==> src/rtl/compressor_tree_pkg.sv <==
// Shared helpers for the pipelined 3:2 compressor tree: reduction schedule
// arithmetic used to size each level at elaboration time.
package compressor_tree_pkg;

  // Enough levels for up to 64 operands (64->43->29->20->14->10->7->5->4->3->2).
  localparam int MAX_LEVELS = 10;

  function automatic int next_terms(input int n);
    return (n / 3) * 2 + n % 3;
  endfunction

  // Number of terms entering level k (k = 1 is the operand level).
  function automatic int level_terms(input int n, input int k);
    int t;
    t = n;
    for (int i = 1; i < MAX_LEVELS + 2; i++) begin
      if (i < k) t = next_terms(t);
    end
    return t;
  endfunction

  // Levels needed to reduce n terms down to a sum/carry pair.
  function automatic int num_levels(input int n);
    int t;
    int l;
    t = n;
    l = 0;
    for (int i = 0; i < MAX_LEVELS; i++) begin
      if (t > 2) begin
        t = next_terms(t);
        l++;
      end
    end
    return l;
  endfunction

endpackage

==> src/rtl/carry_save_adder.sv <==
// Bitwise 3:2 carry-save adder: three words in, sum and unshifted carry out.
module carry_save_adder #(
  parameter int WIDTH = 8
) (
  input  logic [WIDTH-1:0] a,
  input  logic [WIDTH-1:0] b,
  input  logic [WIDTH-1:0] c,
  output logic [WIDTH-1:0] sum,
  output logic [WIDTH-1:0] cout
);

  assign sum  = a ^ b ^ c;
  assign cout = (a & b) | (a & c) | (b & c);

endmodule

==> src/rtl/csa_level.sv <==
// One reduction level of the compressor tree: a bank of carry-save adders
// over groups of three terms, pass-through of the 1-2 leftover terms, and
// the registered valid/data stage that follows the level.
module csa_level #(
  parameter int IN_TERMS    = 3,
  parameter int OUT_BIT_LEN = 8,
  localparam int OUT_TERMS  = (IN_TERMS / 3) * 2 + IN_TERMS % 3
) (
  input  logic                             clk,
  input  logic                             reset,
  input  logic                             in_valid,
  output logic                             in_ready,
  input  logic [IN_TERMS*OUT_BIT_LEN-1:0]  in_data,
  output logic                             out_valid,
  input  logic                             out_ready,
  output logic [OUT_TERMS*OUT_BIT_LEN-1:0] out_data
);

  localparam int W   = OUT_BIT_LEN;
  localparam int NG  = IN_TERMS / 3;
  localparam int REM = IN_TERMS % 3;

  logic [OUT_TERMS*W-1:0] comb;

  for (genvar g = 0; g < NG; g++) begin : g_csa
    logic [W-1:0] a, b, c;
    logic [W-2:0] s_lo, c_lo;

    assign a = in_data[(3*g)*W +: W];
    assign b = in_data[(3*g+1)*W +: W];
    assign c = in_data[(3*g+2)*W +: W];

    // The MSB column's carry would be shifted out of the word, so only
    // the low W-1 columns need a full adder; the MSB keeps just its sum.
    carry_save_adder #(.WIDTH(W-1)) u_csa (
      .a   (a[W-2:0]),
      .b   (b[W-2:0]),
      .c   (c[W-2:0]),
      .sum (s_lo),
      .cout(c_lo)
    );

    assign comb[(2*g)*W +: W]   = {a[W-1] ^ b[W-1] ^ c[W-1], s_lo};
    assign comb[(2*g+1)*W +: W] = {c_lo, 1'b0};
  end

  if (REM > 0) begin : g_pass
    assign comb[OUT_TERMS*W-1 : 2*NG*W] = in_data[IN_TERMS*W-1 : 3*NG*W];
  end

  // Stage loads when empty or being drained downstream this cycle.
  assign in_ready = !out_valid || out_ready;

  // Valid bit follows upstream on load; data changes only on a real handshake.
  always_ff @(posedge clk or posedge reset) begin
    if (reset) begin
      out_valid <= 1'b0;
      out_data  <= '0;
    end else if (in_ready) begin
      out_valid <= in_valid;
      if (in_valid) out_data <= comb;
    end
  end

endmodule

==> src/rtl/pipelined_compressor_tree.sv <==
// Pipelined Wallace tree reducing NUM_ELEMENTS operands to a sum/carry pair
// with valid/ready handshakes and bubble collapsing between levels.
// Optional macro COMPRESSOR_TREE_CPA_EN adds a final carry-propagate stage
// that resolves the pair into a single sum (out_carry then reads zero).
module pipelined_compressor_tree
  import compressor_tree_pkg::*;
#(
  parameter int NUM_ELEMENTS = 9,
  parameter int BIT_LEN      = 19,
  parameter int OUT_BIT_LEN  = BIT_LEN + $clog2(NUM_ELEMENTS)
) (
  input  logic                            clk,
  input  logic                            reset,
  input  logic                            in_valid,
  output logic                            in_ready,
  input  logic [NUM_ELEMENTS*BIT_LEN-1:0] in_terms,
  output logic                            out_valid,
  input  logic                            out_ready,
  output logic [OUT_BIT_LEN-1:0]          out_sum,
  output logic [OUT_BIT_LEN-1:0]          out_carry
);

  localparam int W = OUT_BIT_LEN;
  localparam int L = num_levels(NUM_ELEMENTS);

  if (NUM_ELEMENTS < 3) begin : g_bad_cfg
    $error("pipelined_compressor_tree: NUM_ELEMENTS must be >= 3");
  end else begin : g_tree
    logic [L:0] vld;
    logic [L:0] rdy;
    logic [NUM_ELEMENTS*W-1:0] ext;
    logic [W-1:0] red_sum;
    logic [W-1:0] red_carry;

    assign vld[0]   = in_valid;
    assign in_ready = rdy[0];

    for (genvar i = 0; i < NUM_ELEMENTS; i++) begin : g_ext
      assign ext[i*W +: W] = {{(W-BIT_LEN){1'b0}}, in_terms[i*BIT_LEN +: BIT_LEN]};
    end

    for (genvar k = 0; k < L; k++) begin : lvl
      localparam int NT = level_terms(NUM_ELEMENTS, k + 1);
      localparam int NO = level_terms(NUM_ELEMENTS, k + 2);
      logic [NT*W-1:0] din;
      logic [NO*W-1:0] dout;

      if (k == 0) begin : g_first
        assign din = ext;
      end else begin : g_next
        assign din = lvl[k-1].dout;
      end

      csa_level #(.IN_TERMS(NT), .OUT_BIT_LEN(W)) u_level (
        .clk      (clk),
        .reset    (reset),
        .in_valid (vld[k]),
        .in_ready (rdy[k]),
        .in_data  (din),
        .out_valid(vld[k+1]),
        .out_ready(rdy[k+1]),
        .out_data (dout)
      );
    end

    assign red_sum   = lvl[L-1].dout[W-1:0];
    assign red_carry = lvl[L-1].dout[2*W-1:W];

`ifdef COMPRESSOR_TREE_CPA_EN
    logic         cpa_valid;
    logic [W-1:0] cpa_sum;

    assign rdy[L] = !cpa_valid || out_ready;

    // Final stage resolves the redundant pair with a carry-propagate add.
    always_ff @(posedge clk or posedge reset) begin
      if (reset) begin
        cpa_valid <= 1'b0;
        cpa_sum   <= '0;
      end else if (rdy[L]) begin
        cpa_valid <= vld[L];
        if (vld[L]) cpa_sum <= red_sum + red_carry;
      end
    end

    assign out_valid = cpa_valid;
    assign out_sum   = cpa_sum;
    assign out_carry = '0;
`else
    assign rdy[L]    = out_ready;
    assign out_valid = vld[L];
    assign out_sum   = red_sum;
    assign out_carry = red_carry;
`endif
  end

endmodule

==> config.mk <==
export PLATFORM = sky130hd
export DESIGN_NAME = pipelined_compressor_tree
export DESIGN_NICKNAME = d
export VERILOG_FILES = /design/src/rtl/compressor_tree_pkg.sv /design/src/rtl/carry_save_adder.sv /design/src/rtl/csa_level.sv /design/src/rtl/pipelined_compressor_tree.sv
export SDC_FILE = /design/constraint.sdc
export NUM_CORES = 1
export LEC_CHECK = 0
export BUFFER_PORTS_ARGS = -buffer_cell sky130_fd_sc_hd__clkbuf_2
export CORE_ASPECT_RATIO = 2
export CORE_MARGIN = 2
export CORE_UTILIZATION = 61
export CTS_CLUSTER_SIZE = 28
export DETAILED_ROUTE_END_ITERATION = 8
export PLACE_DENSITY = 0.92
export SLEW_MARGIN = 20
export SYNTH_ARGS = -nofsm -noshare
export SYNTH_HDL_FRONTEND = slang
export SYNTH_SLANG_ARGS = --single-unit
==> constraint.sdc <==
create_clock -name clk -period 21.3 [get_ports clk]
set_clock_uncertainty 0.1 [all_clocks]
set_input_delay 4.26 -clock clk [delete_from_list [all_inputs] [get_ports clk]]
set_output_delay 4.26 -clock clk [all_outputs]
set_load 0.01 [all_outputs]
==> impl_metrics.json <==
{
  "design.die.area_um2": 24100,
  "clk_latency_ps": 540,
  "grt_use_total": 0.224,
  "critical_path_cell_count": 4,
  "max_slew_margin": 0.336,
  "slew_at_the_pin_closest_to_its_max_slew_limit_ps": 996,
  "start_util": 0.618,
  "timing_hold_violations_final": 0,
  "htreeDepth": 1,
  "grt_max_degree": 142,
  "num_vias": 7082,
  "antenna_found_initial": 0,
  "die_w_um": 111,
  "arrival_ps": 4950,
  "placementRows": 78,
  "worst_min_delay_path_category": "flip-flop to flip-flop",
  "synth-warning-count": 0,
  "status": "finished, final reports clean",
  "globalRouteOverflowTotal": 0,
  "syn_area_per_cell_um2": 18.0,
  "maxCapViolCount": 0,
  "period_needed_ps": 9310,
  "regToRegEndpoint": "g_tree.lvl[0].u_level.out_data[12]",
  "placeableCoreArea_um2": 22500,
  "cts.clk_slew.worst_paths_ps": 70,
  "rsz_0062_raised_after_global_routing": "no",
  "synthesis.instances": 773,
  "cts_setup_buffers": 0,
  "path_delay_family": "simple AND/OR/NAND/NOR gates",
  "synthDistinctLibCells": 16,
  "power-per-cell-area_nw_per_um2": 126,
  "place_congestion": 0.773,
  "ys_seq_area_frac": 0.532,
  "worstSetupEndpoint": "in_ready",
  "critical_path_peak_fanout": 4,
  "timing.critical_path.slowest_cell_delay_ps": 350,
  "final_common_cell": "sky130_fd_sc_hd__dfrtp_1",
  "worst_setup_path_start_kind": "primary input",
  "antenna-diode-count": 0,
  "postSynthRegisterBits": 296,
  "crit_path_end_kind": "output pin",
  "timing.reg2reg.setup_slack_ps": 18080,
  "crit_path_cell_trace": "clkbuf_2 -> and4b_4 -> nand2_1 -> clkbuf_2",
  "cp_num_buf_inv": 2,
  "detail_route.drc_violations": 0,
  "detail_route.iter0.violations": 254,
  "fmaxAchievable_ghz": 0.107,
  "finalWirelength_um": 25900,
  "dieHeight_um": 218,
  "cts_bufs_inserted": 26,
  "whs_path_depth": 1,
  "drive_above_1_share": 0.559,
  "ant_nets": 0,
  "drv_slew": 0,
  "worst_r2r_path_depth": 5,
  "critPathSlowestCell": "sky130_fd_sc_hd__and4b_4",
  "grt_pass1_vias": 8320,
  "num_io_pins": 223,
  "io_buffers": 217,
  "fin_tns_setup_ps": 0,
  "cp_data_required_time_ps": 16940,
  "max-clock-path-buffers": 3,
  "clock_sinks": 296,
  "detail_route.vias_per_cell": 5.49,
  "critical_path_class": "primary input to output pin",
  "hold-worst-slack_ps": 404,
  "setup_viol_count_final": 0,
  "final_min_period_over_clock_period": 0.437,
  "post_cts_resize_count": 0,
  "nets": 1303,
  "synth.cell_area_um2": 13900,
  "grt_first_pass_wirelength_um": 42500,
  "firstDrtPassIters": 4,
  "flow.area_growth_from_synthesis_pct": 15.9,
  "critPathLaunch": "out_ready",
  "dp.final_hpwl_um": 17600,
  "cts-hold-fix-buffers": 0,
  "timing.critical_path.mode_cell": "sky130_fd_sc_hd__clkbuf_2",
  "reg2reg_from": "g_tree.lvl[2].u_level.out_valid",
  "clock-root-buffer": "sky130_fd_sc_hd__clkbuf_16",
  "static-leakage-power_nw": 7.33,
  "commonest_non_fill_non_tap_cells_in_the_layout": "sky130_fd_sc_hd__dfrtp_1 (296), sky130_fd_sc_hd__mux2_2 (232), sky130_fd_sc_hd__clkbuf_2 (217)",
  "worst_vdd_drop_uv": 94.1,
  "tritoncts": "yes",
  "drt-wirelength-per-cell_um": 20.1
}
[power by group]
group	total, W	switching (W)	internal, W
clock network	0.000498	0.000207	0.000291
registers	0.000944	0.000164	0.000781
logic	0.000599	0.000241	0.000358
[routing by layer]
layer / GRT usage / wire, um
met5: 0 / 0
met4: 0.0813 / 756
met3: 0.0253 / 886
met2: 0.416 / 14800
met1: 0.270 / 9440
[cell families after synthesis]
logic type                 after synthesis  share of synthesized area
DFF                                    296                      0.532
muxes                                  292                      0.252
adders and majority gates              135                      0.191
buffers and inverters                   36                     0.0176
and+or+nand+nor                         12                    0.00548
AOI/OAI and AO/OA                        1                    0.00135
other                                    1                   0.000269
[cell usage after synthesis]
cell type	count	area [um^2]
sky130_fd_sc_hd__a21boi_4	1	18.8
sky130_fd_sc_hd__and4b_4	1	13.8
sky130_fd_sc_hd__buf_2	19	95.1
sky130_fd_sc_hd__buf_4	9	67.6
sky130_fd_sc_hd__buf_6	7	78.8
sky130_fd_sc_hd__conb_1	1	3.75
sky130_fd_sc_hd__dfrtp_1	296	7410
sky130_fd_sc_hd__fa_1	130	2600
sky130_fd_sc_hd__ha_1	5	62.6
sky130_fd_sc_hd__inv_1	1	3.75
sky130_fd_sc_hd__mux2_2	232	2610
sky130_fd_sc_hd__mux2_4	60	901
sky130_fd_sc_hd__nand2_1	4	15.0
sky130_fd_sc_hd__nand2b_1	5	31.3
sky130_fd_sc_hd__nand3b_1	1	7.51
sky130_fd_sc_hd__nand4b_1	1	8.76
[through the flow]
| stage | setup WS, ps | cells | area (um^2) | power, W | util |
|---|---|---|---|---|---|
| 6_report | 11990 | 1291 | 16100 | 0.00204 | 0.716 |
| 3_3_place_gp | 12040 | 1244 | 15200 | 0.00150 | 0.674 |
| 3_5_place_dp | 12010 | 1244 | 15200 | 0.00155 | 0.674 |
| 5_1_grt | 11960 | 1291 | 16100 | 0.00217 | 0.716 |
| 4_1_cts | 12000 | 1290 | 16100 | 0.00207 | 0.714 |
| 2_1_floorplan | 8760 | 777 | 13900 | 0.00132 | - |
[registers in the layout (all words and copies together) (netlist names)]
signal	flops
g_tree.lvl.u_level.out_data	292
g_tree.lvl.u_level.out_valid	4
[worst min path at each step]
stage | start | end | slack (ps)
floorplan | g_tree.lvl[1].u_level.out_data[71] | g_tree.lvl[2].u_level.out_data[48] | 370
global placement | g_tree.lvl[1].u_level.out_data[76] | g_tree.lvl[2].u_level.out_data[53] | 380
detailed placement | g_tree.lvl[1].u_level.out_data[82] | g_tree.lvl[2].u_level.out_data[59] | 390
CTS | g_tree.lvl[1].u_level.out_data[88] | g_tree.lvl[2].u_level.out_data[65] | 410
global route | g_tree.lvl[1].u_level.out_data[77] | g_tree.lvl[1].u_level.out_data[77] | 420
finish | g_tree.lvl[1].u_level.out_data[88] | g_tree.lvl[2].u_level.out_data[65] | 400
[cell type report]
cell class	count	area (um^2)
inverters	1	11.3
repair buffers	223	1150
fillers	1367	6400
clock buffers	36	779
multi-input cells	445	6320
flip-flops and latches	296	7410
clock inverters	10	125
well taps	280	350
[worst reg2reg max path: cells and delay by family, from the launching register on]
kind	cells	cell delay (ps)
compound gates	1	130
buf+inv	2	1620
flops	1	450
mux	1	530
simple gates	1	260
Power figures use the tool's default switching activity.
